$ cat src/rtl/voice_alloc_pkg.sv
// Shared types, widths and the PS/2 set-2 scancode-to-note map for the voice allocator.
// Notes 1..25 span C3..C5 across the Z row and Q row; note 0 means unmapped.
package voice_alloc_pkg;

    typedef enum logic [1:0] {OFF, ATTACK, SUSTAIN, RELEASE} voice_state_t;
    typedef enum logic [1:0] {IDLE, LOOKUP, SEARCH, COMMIT} fsm_t;

    localparam int NOTE_W = 6;
    localparam int SEQ_W  = 16;

    function automatic logic [NOTE_W-1:0] scan_to_note(input logic [7:0] scan);
        case (scan)
            8'h1A: return 6'd1;   // Z  C3
            8'h1B: return 6'd2;   // S  C#3
            8'h22: return 6'd3;   // X  D3
            8'h23: return 6'd4;   // D  D#3
            8'h21: return 6'd5;   // C  E3
            8'h2A: return 6'd6;   // V  F3
            8'h34: return 6'd7;   // G  F#3
            8'h32: return 6'd8;   // B  G3
            8'h33: return 6'd9;   // H  G#3
            8'h31: return 6'd10;  // N  A3
            8'h3B: return 6'd11;  // J  A#3
            8'h3A: return 6'd12;  // M  B3
            8'h15: return 6'd13;  // Q  C4
            8'h1E: return 6'd14;  // 2  C#4
            8'h1D: return 6'd15;  // W  D4
            8'h26: return 6'd16;  // 3  D#4
            8'h24: return 6'd17;  // E  E4
            8'h2D: return 6'd18;  // R  F4
            8'h2E: return 6'd19;  // 5  F#4
            8'h2C: return 6'd20;  // T  G4
            8'h36: return 6'd21;  // 6  G#4
            8'h35: return 6'd22;  // Y  A4
            8'h3D: return 6'd23;  // 7  A#4
            8'h3C: return 6'd24;  // U  B4
            8'h43: return 6'd25;  // I  C5
            default: return 6'd0;
        endcase
    endfunction

endpackage

$ cat src/rtl/note_rom.sv
// Registered scancode -> note index -> Q24.8 Hz pitch lookup (equal temperament, A4 = 440 Hz).
// The map and the 64-entry table share one register stage, so both outputs arrive one cycle later.
module note_rom
    import voice_alloc_pkg::*;
(
    input  logic              clk,
    input  logic [7:0]        scancode,
    output logic [NOTE_W-1:0] note,
    output logic [31:0]       freq
);

    logic [NOTE_W-1:0] note_c;

    assign note_c = scan_to_note(scancode);

    always_ff @(posedge clk) begin
        note <= note_c;
        case (note_c)
            6'd1:    freq <= 32'h0000_82D0;
            6'd2:    freq <= 32'h0000_8A97;
            6'd3:    freq <= 32'h0000_92D5;
            6'd4:    freq <= 32'h0000_9B90;
            6'd5:    freq <= 32'h0000_A4D0;
            6'd6:    freq <= 32'h0000_AE9D;
            6'd7:    freq <= 32'h0000_B8FF;
            6'd8:    freq <= 32'h0000_C3FF;
            6'd9:    freq <= 32'h0000_CFA7;
            6'd10:   freq <= 32'h0000_DC00;
            6'd11:   freq <= 32'h0000_E915;
            6'd12:   freq <= 32'h0000_F6F1;
            6'd13:   freq <= 32'h0001_05A0;
            6'd14:   freq <= 32'h0001_152F;
            6'd15:   freq <= 32'h0001_25AA;
            6'd16:   freq <= 32'h0001_3721;
            6'd17:   freq <= 32'h0001_49A1;
            6'd18:   freq <= 32'h0001_5D3A;
            6'd19:   freq <= 32'h0001_71FF;
            6'd20:   freq <= 32'h0001_87FF;
            6'd21:   freq <= 32'h0001_9F4E;
            6'd22:   freq <= 32'h0001_B800;
            6'd23:   freq <= 32'h0001_D22A;
            6'd24:   freq <= 32'h0001_EDE2;
            6'd25:   freq <= 32'h0002_0B40;
            default: freq <= 32'h0000_0000;
        endcase
    end

endmodule

$ cat src/rtl/voice_allocator.sv
// Polyphonic voice allocator: PS/2 make/break events -> per-voice pitch and linear envelope.
// Voice choice: retrigger same held note, else lowest free, else oldest releasing, else oldest held.
module voice_allocator
    import voice_alloc_pkg::*;
#(
    parameter int          VOICES       = 8,
    parameter int          ENV_DIV      = 24000,
    parameter logic [31:0] ATTACK_STEP  = 32'h0100_0000,
    parameter logic [31:0] RELEASE_STEP = 32'h0040_0000,
    parameter logic [31:0] VOL_MAX      = 32'hFFFF_FFFF
) (
    input  logic              clk,
    input  logic              reset_n,
    input  logic [10:0]       ps2_key,
    output logic [31:0]       frequencies   [VOICES],
    output logic [31:0]       voice_volumes [VOICES],
    output logic [VOICES-1:0] voice_active,
    output logic              busy,
    output logic [7:0]        drop_count,
    output fsm_t              fsm_state
);

    localparam int IDX_W = $clog2(VOICES);
    localparam int DIV_W = $clog2(ENV_DIV) + 1;

    fsm_t              fsm;
    logic              key_shadow, key_event, pend_valid;
    logic [9:0]        cur_key, pend_key;
    logic [NOTE_W-1:0] note_q;
    logic [31:0]       freq_q;
    logic [IDX_W-1:0]  search_idx, match_idx, off_idx, rel_idx, held_idx, target;
    logic              match_found, off_found, rel_found, held_found;
    logic [SEQ_W-1:0]  rel_age, held_age, seq, cand_age;
    voice_state_t      cand_state;
    logic              cand_held, do_commit, tick;
    logic [DIV_W-1:0]  div_cnt;
    voice_state_t      vstate [VOICES];
    logic [NOTE_W-1:0] vnote  [VOICES];
    logic [SEQ_W-1:0]  vstamp [VOICES];

    note_rom u_note_rom (
        .clk      (clk),
        .scancode (cur_key[7:0]),
        .note     (note_q),
        .freq     (freq_q)
    );

    assign key_event  = ps2_key[10] ^ key_shadow;
    assign busy       = (fsm != IDLE);
    assign fsm_state  = fsm;
    assign cand_state = vstate[search_idx];
    assign cand_held  = (cand_state == ATTACK) || (cand_state == SUSTAIN);
    assign cand_age   = seq - vstamp[search_idx];
    assign tick       = (div_cnt == DIV_W'(ENV_DIV - 1));
    assign do_commit  = (fsm == COMMIT) && (cur_key[9] || match_found);

    always_comb begin
        if (match_found)     target = match_idx;
        else if (off_found)  target = off_idx;
        else if (rel_found)  target = rel_idx;
        else                 target = held_idx;
    end

    always_comb begin
        voice_active = '0;
        for (int i = 0; i < VOICES; i++) voice_active[i] = (vstate[i] != OFF);
    end

    always_ff @(posedge clk or negedge reset_n) begin
        if (!reset_n) div_cnt <= '0;
        else if (tick) div_cnt <= '0;
        else           div_cnt <= div_cnt + 1'b1;
    end

    always_ff @(posedge clk or negedge reset_n) begin
        if (!reset_n) begin
            fsm         <= IDLE;
            key_shadow  <= 1'b0;
            cur_key     <= '0;
            pend_key    <= '0;
            pend_valid  <= 1'b0;
            drop_count  <= '0;
            search_idx  <= '0;
            seq         <= '0;
            match_found <= 1'b0;
            off_found   <= 1'b0;
            rel_found   <= 1'b0;
            held_found  <= 1'b0;
            match_idx   <= '0;
            off_idx     <= '0;
            rel_idx     <= '0;
            held_idx    <= '0;
            rel_age     <= '0;
            held_age    <= '0;
        end else begin
            key_shadow <= ps2_key[10];
            // One-deep buffer: an event arriving while one already waits is lost and counted.
            if (fsm == IDLE) begin
                if (pend_valid) begin
                    cur_key    <= pend_key;
                    pend_valid <= key_event;
                    if (key_event) pend_key <= ps2_key[9:0];
                end else if (key_event) begin
                    cur_key <= ps2_key[9:0];
                end
            end else if (key_event) begin
                if (!pend_valid) begin
                    pend_valid <= 1'b1;
                    pend_key   <= ps2_key[9:0];
                end else if (drop_count != 8'hFF) begin
                    drop_count <= drop_count + 8'd1;
                end
            end
            case (fsm)
                IDLE: if (pend_valid || key_event) fsm <= LOOKUP;
                LOOKUP: begin
                    search_idx  <= '0;
                    match_found <= 1'b0;
                    off_found   <= 1'b0;
                    rel_found   <= 1'b0;
                    held_found  <= 1'b0;
                    fsm <= (cur_key[8] || scan_to_note(cur_key[7:0]) == '0) ? IDLE : SEARCH;
                end
                SEARCH: begin
                    if (cand_held && vnote[search_idx] == note_q && !match_found) begin
                        match_found <= 1'b1;
                        match_idx   <= search_idx;
                    end
                    if (cand_state == OFF && !off_found) begin
                        off_found <= 1'b1;
                        off_idx   <= search_idx;
                    end
                    // Strict compare keeps the lower index on equal age.
                    if (cand_state == RELEASE && (!rel_found || cand_age > rel_age)) begin
                        rel_found <= 1'b1;
                        rel_idx   <= search_idx;
                        rel_age   <= cand_age;
                    end
                    if (cand_held && (!held_found || cand_age > held_age)) begin
                        held_found <= 1'b1;
                        held_idx   <= search_idx;
                        held_age   <= cand_age;
                    end
                    if (search_idx == IDX_W'(VOICES - 1)) fsm <= COMMIT;
                    else search_idx <= search_idx + 1'b1;
                end
                COMMIT: begin
                    if (cur_key[9]) seq <= seq + 1'b1;
                    fsm <= IDLE;
                end
                default: fsm <= IDLE;
            endcase
        end
    end

    always_ff @(posedge clk or negedge reset_n) begin
        if (!reset_n) begin
            for (int i = 0; i < VOICES; i++) begin
                vstate[i]        <= OFF;
                vnote[i]         <= '0;
                vstamp[i]        <= '0;
                frequencies[i]   <= '0;
                voice_volumes[i] <= '0;
            end
        end else begin
            for (int i = 0; i < VOICES; i++) begin
                if (do_commit && target == IDX_W'(i)) begin
                    if (!cur_key[9]) begin
                        vstate[i] <= RELEASE;
                    end else begin
                        vstate[i] <= ATTACK;
                        vstamp[i] <= seq;
                        if (!match_found) begin
                            voice_volumes[i] <= '0;
                            frequencies[i]   <= freq_q;
                            vnote[i]         <= note_q;
                        end
                    end
                end else if (tick) begin
                    if (vstate[i] == ATTACK) begin
                        if ({1'b0, voice_volumes[i]} + {1'b0, ATTACK_STEP} >= {1'b0, VOL_MAX}) begin
                            voice_volumes[i] <= VOL_MAX;
                            vstate[i]        <= SUSTAIN;
                        end else begin
                            voice_volumes[i] <= voice_volumes[i] + ATTACK_STEP;
                        end
                    end else if (vstate[i] == RELEASE) begin
                        if (voice_volumes[i] <= RELEASE_STEP) begin
                            voice_volumes[i] <= '0;
                            vstate[i]        <= OFF;
                        end else begin
                            voice_volumes[i] <= voice_volumes[i] - RELEASE_STEP;
                        end
                    end
                end
            end
        end
    end

endmodule
$ cat config.mk
export PLATFORM = sky130hd
export DESIGN_NAME = voice_allocator
export DESIGN_NICKNAME = d
export VERILOG_FILES = /design/src/rtl/voice_alloc_pkg.sv /design/src/rtl/note_rom.sv /design/src/rtl/voice_allocator.sv
export SDC_FILE = /design/constraint.sdc
export NUM_CORES = 1
export LEC_CHECK = 0
export CAP_MARGIN = 0
export CORE_ASPECT_RATIO = 0.5
export CORE_MARGIN = 4
export CORE_UTILIZATION = 54
export CTS_CLUSTER_SIZE = 25
export DETAILED_ROUTE_END_ITERATION = 16
export PLACE_DENSITY = 0.78
export SYNTH_ARGS = -nofsm -noshare
export SYNTH_HDL_FRONTEND = slang
export SYNTH_SLANG_ARGS = --single-unit
$ cat constraint.sdc
create_clock -name clk -period 12 [get_ports clk]
set_input_delay 2.4 -clock clk [delete_from_list [all_inputs] [get_ports clk]]
set_output_delay 2.4 -clock clk [all_outputs]
set_load 0.03 [all_outputs]
==> metrics.cfg, run 1 <==
[clock_network]
path_clk_slew_ns=0.07
post_cts.repair.setup_buffers=0
clock_sinks=554
cts.repair.resized=0
clk_path_buf_depth=3
htreeDepth=2
cts_tree=built
hold_buffers=0
cts_buffers=50
clockRootBuffer=clkbuf_16
insertion_delay_ns=0.60

[routing]
ant_nets=0
drc=0
routedWlPerCell_um=19.7
wirelength_um=81800
drtIter0Drc=1999
vias=24100
first_pass_iters=6
vias_per_cell=5.80

[cells_and_area]
area_growth_syn_to_layout_pct=15.1
multi_input_area_um2=15800
layout-drive-gt1-share=0.163
insertedDiodeCount=0
fill_cells=4687
utilization=0.628
fin_nets=3426
regArea_um2=13800

[critical_path]
critPathKind=register to register
path_cells=buf_4, mux4_2, mux2i_1, inv_1, fa_1, nor2b_1, o31a_1, o211ai_1, a2111oi_0, nor3_1, nor3_1, inv_1, ha_1, nand4_1, nor4_1, a22oi_1, nand3b_1, o2111ai_2, mux2_2
crit_path_end_kind=register
path_max_fanout=28
cp.required_ns=12.46
cp_data_arrival_time_ns=7.28
critPathSlowestCell=dfrtp_4
slowest_delay_ns=0.73
cp-start-kind=register

[synthesis]
synth_most_common_cell=dfrtp_1
yosysTopAreaCell=dfrtp_1
ys_seq_area_frac=0.425
yosys_warnings=0
synth_area_per_cell_um2=10.4
synth_top_area_share=0.411
synth_commonest_cells=531 x dfrtp_1, 323 x mux2_2, 287 x buf_4
yosys-top-cells-area=dfrtp_1 41%, mux2_2 11%, buf_4 6.7%
synth.distinct_cells=104
synthCells=3122
synthFlopType=dfrtp_1
ys_seq_elements=554
synth-edff-count=0
synthArstFlopShare=0.958
netlist_area_um2=32300

[floorplan]
rows=63
chipHeight_um=181
die_w_um=354
num_io_pins=544
dieArea_um2=64100
core_um2=59300
start_util=0.546

[timing]
setup_violations=0
fin_crit_sh=0.568
skew_ns=0.0324
fin_tns_setup_ns=0
fmax_mhz=147
fin_crit_ns=6.82
maxSlewHeadroom=0.229
worst_pin_slew_ns=1.15
drv_slew=0
final-hold-violation-count=0
grt_setup_unrepaired=no

[place]
gp_congestion=0.894
place_hpwl_um=56000
io_buffers=431

[pwr]
p_switching_mw=2.54
power_mw=6.51
ir_worst_vdd_v=0.000127
clockPowerShare=0.258
switching_share=0.390
power.density_nw_per_um2=175
combinationalPowerShare=0.376
p_int_mw=3.97
leakagePower_nw=17.1
p_seq_frac=0.366

[grt]
grt_pass1_wl_um=131000
antenna_found_initial=0
grt_max_degree=187
grt_pass1_vias=23700
grt_use_total=0.248
gr-total-overflow=0

[job]
drv_cap=0

[status]
status=completed

[min_path]
hp-class=register to register

-- cell type report --
type	instances	area share
timing repair buffer	457	0.122
clock buffer	63	0.0365
inverter	120	0.0121
clock inverter	29	0.00904
sequential	554	0.370
tap	812	0.0273
multi-input combinational	2117	0.424
-- cell families (layout without fill, tap and decap cells) --
family / Yosys count / in the layout / share of synthesized area
and+or+nand+nor: 791 / 791 / 0.124
muxes: 424 / 424 / 0.163
other: 1 / 112 / 0.000116
xor gates and xnor gates: 104 / 104 / 0.0282
AOI/OAI and AO/OA: 572 / 572 / 0.114
adders and majority gates: 114 / 114 / 0.0443
buffers and inverters: 562 / 669 / 0.101
DFF: 554 / 554 / 0.425
-- power by group through the flow --
stage,registers [mW],logic [mW],clock network (mW)
2_1_floorplan,2.34,1.80,0
3_3_place_gp,2.40,2.38,0
3_5_place_dp,2.41,2.42,0
4_1_cts,2.38,2.43,1.71
5_1_grt,2.41,2.68,1.80
6_report,2.38,2.45,1.68
-- critical path: cells and delay by family (launching register included) --
family | cells | cell delay [ns]
simple gates | 6 | 1.36
mux | 3 | 1.33
flops | 1 | 0.73
compound gates | 5 | 1.70
fa+ha+maj | 2 | 0.75
buf+inv | 3 | 0.79
-- registers in the layout (all words and copies together), names as in the netlist, 18 cells and up, named ones only --
signal	cells
voice_volumes	88
frequencies	144
u_note_rom.freq	18
vstamp	128
vnote	40
-- per-layer routing --
layer  part of all wire  vias to the layer above  GRT usage  wire (um)
met3              0.075                      130     0.0507       6170
met5                  0                        -          0          0
met2               0.48                      844      0.415      39100
li1                   -                    11100          -          -
met1               0.43                    12000      0.334      34800
met4              0.021                        0     0.0595       1690
-- layout by cell type, fill, tap and decap left out, drive strengths merged, types with 18 or more instances in the layout --
| cell | count |
|---|---|
| nand2b | 39 |
| dfrtp | 531 |
| nand4 | 29 |
| o211ai | 28 |
| and2 | 22 |
| mux4 | 46 |
| ha | 112 |
| mux2 | 328 |
| o31ai | 27 |
| conb | 112 |
| nand3 | 92 |
| clkbuf | 63 |
| xor2 | 33 |
| clkdlybuf4s50 | 430 |
| nor3 | 49 |
| mux2i | 50 |
| dfxtp | 23 |
| nor2 | 126 |
| and3 | 28 |
| o21ai | 212 |
| inv | 121 |
| a211oi | 18 |
| xnor2 | 71 |
| nand2 | 269 |
| a21o | 22 |
| a31oi | 21 |
| a21oi | 110 |
| buf | 27 |
| nor2b | 35 |
-- per-stage QoR --
stage / cell area (um^2) / hold slack, ns / worst slack, ns / instances
after CTS: 37200 / 0.479 / 5.16 / 4152
final: 37200 / 0.481 / 5.18 / 4152
after global placement: 35500 / 0.451 / 5.41 / 4060
after floorplan: 32800 / 0.438 / 6.27 / 3233
after detailed placement: 35500 / 0.462 / 5.22 / 4060
after global routing: 37200 / 0.499 / 4.53 / 4152
-- final timing paths --
path,endpoint,slack [ns],cells past startpoint,start
setup / recovery,rel_age[7],5.18,19,search_idx[0]
hold / removal,frequencies[167],0.48,2,frequencies[167]
setup reg to reg,rel_age[7],5.18,19,search_idx[0]
hold reg to reg,frequencies[167],0.48,2,frequencies[167]
max in group asynchronous,frequencies[6],7.61,3,reset_n
min in group asynchronous,voice_volumes[91],1.93,1,reset_n
Note: power is estimated with default switching activity, not from simulation.
==> inputs of run 2 (changes only) <==
- clock period: 12 -> 6.9 ns (I/O delays scaled with it)
==> metrics.cfg, run 2 (synthesis results as in run 1) <==
[place]
pre_cts_ws_ns=0.848  ; -4.38 ns
placed_cell_area_um2=35600  ; +0.11%
io_buffers=431  ; unchanged
gp_congestion=0.918  ; +2.7%
place_hpwl_um=56700  ; +1.3%

[grt]
grt_use_total=0.249  ; +0.000899
gr-total-overflow=0  ; unchanged
grt_pass1_vias=23800  ; +0.61%
grt_max_degree=146  ; -22%
antenna_found_initial=0  ; unchanged
grt_pass1_wl_um=131000  ; +0.44%

[clock_network]
path_clk_slew_ns=0.07  ; about the same
htreeDepth=2  ; unchanged
post_cts.repair.setup_buffers=0  ; unchanged
clk_path_buf_depth=3  ; unchanged
cts.repair.resized=0  ; unchanged
cts_tree=built
insertion_delay_ns=0.62  ; +0.02 ns
hold_buffers=0  ; unchanged
cts_buffers=51  ; +2.0%
clockRootBuffer=clkbuf_16
clock_sinks=554  ; unchanged

[pwr]
leakagePower_nw=17.2  ; +0.82%
combinationalPowerShare=0.363  ; -0.013
switching_share=0.382  ; -0.00828
p_int_mw=7.23  ; +82%
p_seq_frac=0.356  ; -0.010
clockPowerShare=0.282  ; +0.024
ir_worst_vdd_v=0.000243  ; +91%
p_switching_mw=4.47  ; +76%
power.density_nw_per_um2=312  ; +78%

[timing]
worst_pin_slew_ns=1.19  ; +0.0333 ns
maxSlewHeadroom=0.206  ; -0.0223
drv_slew=0  ; unchanged
skew_ns=0.0277  ; -0.00464 ns
fmax_mhz=165  ; +12%
grt_setup_unrepaired=no
fin_crit_sh=0.880  ; +0.311
final-hold-violation-count=0  ; unchanged
fin_ws_ns=0.829  ; -4.35 ns
setup_violations=0  ; unchanged
fin_tns_setup_ns=0  ; unchanged
fin_crit_ns=6.07  ; -0.750 ns

[floorplan]
dieArea_um2=64100  ; unchanged
chipHeight_um=181  ; unchanged
core_um2=59300  ; unchanged
rows=63  ; unchanged
start_util=0.546  ; unchanged
die_w_um=354  ; unchanged
num_io_pins=544  ; unchanged

[routing]
first_pass_iters=6  ; unchanged
drtIter0Drc=1928  ; -3.6%
ant_nets=0  ; unchanged
wirelength_um=82700  ; +1.1%
routedWlPerCell_um=19.9  ; +0.92%
vias=24400  ; +1.2%
drc=0  ; unchanged
vias_per_cell=5.86  ; +1.0%

[cells_and_area]
layout-drive-gt1-share=0.165  ; +0.00150
layout_common_cells=529 x dfrtp_1, 430 x clkdlybuf4s50_1, 323 x mux2_2
area_growth_syn_to_layout_pct=16.0
fin_nets=3429  ; +0.088%
insertedDiodeCount=0  ; unchanged
largest_reg_flops=144  ; unchanged
final_common_cell=dfrtp_1
top_register=frequencies
reg_top3=frequencies x144, vstamp x128, voice_volumes x88
fill_cells=4657  ; -0.64%
stdcell_area_um2=37500  ; +0.80%

[job]
drv_cap=0  ; unchanged

[critical_path]
r2r_end=held_age[4]
crit_start=search_idx[0]
slowest_delay_ns=0.78  ; +0.05 ns
path_max_fanout=28  ; unchanged
path_cells=mux4_2, mux2_2, ha_1, fa_1, nor2b_1, o31a_1, o211ai_1, a2111oi_0, nor3_1, nor3_1, inv_1, ha_1, nand4_1, nor4_1, a31oi_1, o21ai_1, buf_4, mux2_2
ff2ff_setup_slack_ns=0.83  ; -4.35 ns
critPathKind=register to register
crit_end=held_age[4]
critPathSlowestCell=dfrtp_4
reg2reg_from=search_idx[0]
cp_data_arrival_time_ns=6.56  ; -0.72 ns
crit_path_end_kind=register
cp-start-kind=register
cp.required_ns=7.38  ; -5.08 ns
reg2reg_depth=18  ; -1

[status]
status=completed

[min_path]
hp-class=register to register

run 2: changes by cell type in the layout (fill, tap and decap cells not counted), sizes merged:
| cell | before | now |
|---|---|---|
| clkinvlp | 5 | 3 |
| clkinv | 17 | 14 |
| buf | 27 | 29 |
| bufinv | 6 | 14 |
| clkbuf | 63 | 62 |
| inv | 121 | 123 |
run 2: layout make-up:
| class | count | area, um^2 | area share |
|---|---|---|---|
| sequential | 554 | 13800 | 0.367 |
| tap | 812 | 1020 | 0.0271 |
| inverter | 120 | 450 | 0.0120 |
| clock buffer | 62 | 1360 | 0.0362 |
| multi-input combinational | 2117 | 15800 | 0.420 |
| timing repair buffer | 459 | 4570 | 0.122 |
| clock inverter | 34 | 598 | 0.0159 |
run 2: how the worst min path moves through the flow:
| stage | start | slack, ns | end | cells after the start |
|---|---|---|---|---|
| finish | frequencies[169] | 0.48 | frequencies[169] | 2 |
| global route | frequencies[169] | 0.50 | frequencies[169] | 2 |
| CTS | frequencies[169] | 0.48 | frequencies[169] | 2 |
| detailed placement | frequencies[169] | 0.46 | frequencies[169] | 2 |
| global placement | vnote[33] | 0.45 | vnote[33] | 2 |
| floorplan | vnote[33] | 0.44 | vnote[33] | 2 |
run 2: metal layers:
metal  global-route usage  vias to the layer above  wire [um]
met3               0.0461                      132       6350
met2                0.423                      943      40300
met4               0.0575                        0       1610
li1                     -                    11100          -
met5                    0                        -          0
met1                0.334                    12200      34400
run 2: worst max-delay path, delay by kind of cell (launching register included):
family	cells	cell delay [ns]
AOI/OAI and AO/OA	5	1.35
adders and majority gates	3	0.96
buffers and inverters	2	0.45
DFF	1	0.78
muxes	3	1.22
and+or+nand+nor	5	1.18
run 2: power by group through the flow:
stage               clock network, mW  registers (mW)  logic, mW
detailed placement                  0            4.22       4.18
global route                     3.48            4.23       4.64
finish                           3.29            4.16       4.24
CTS                              3.34            4.16       4.22
global placement                    0            4.19       4.09
floorplan                           0            4.07       3.13
run 2: through the flow:
step	power (mW)	util	instances	hold slack, ns
2_1_floorplan	7.19	-	3233	0.438
3_3_place_gp	8.28	0.600	4062	0.451
3_5_place_dp	8.40	0.600	4062	0.465
4_1_cts	11.7	0.633	4158	0.481
5_1_grt	12.4	0.633	4158	0.498
6_report	11.7	0.633	4158	0.479
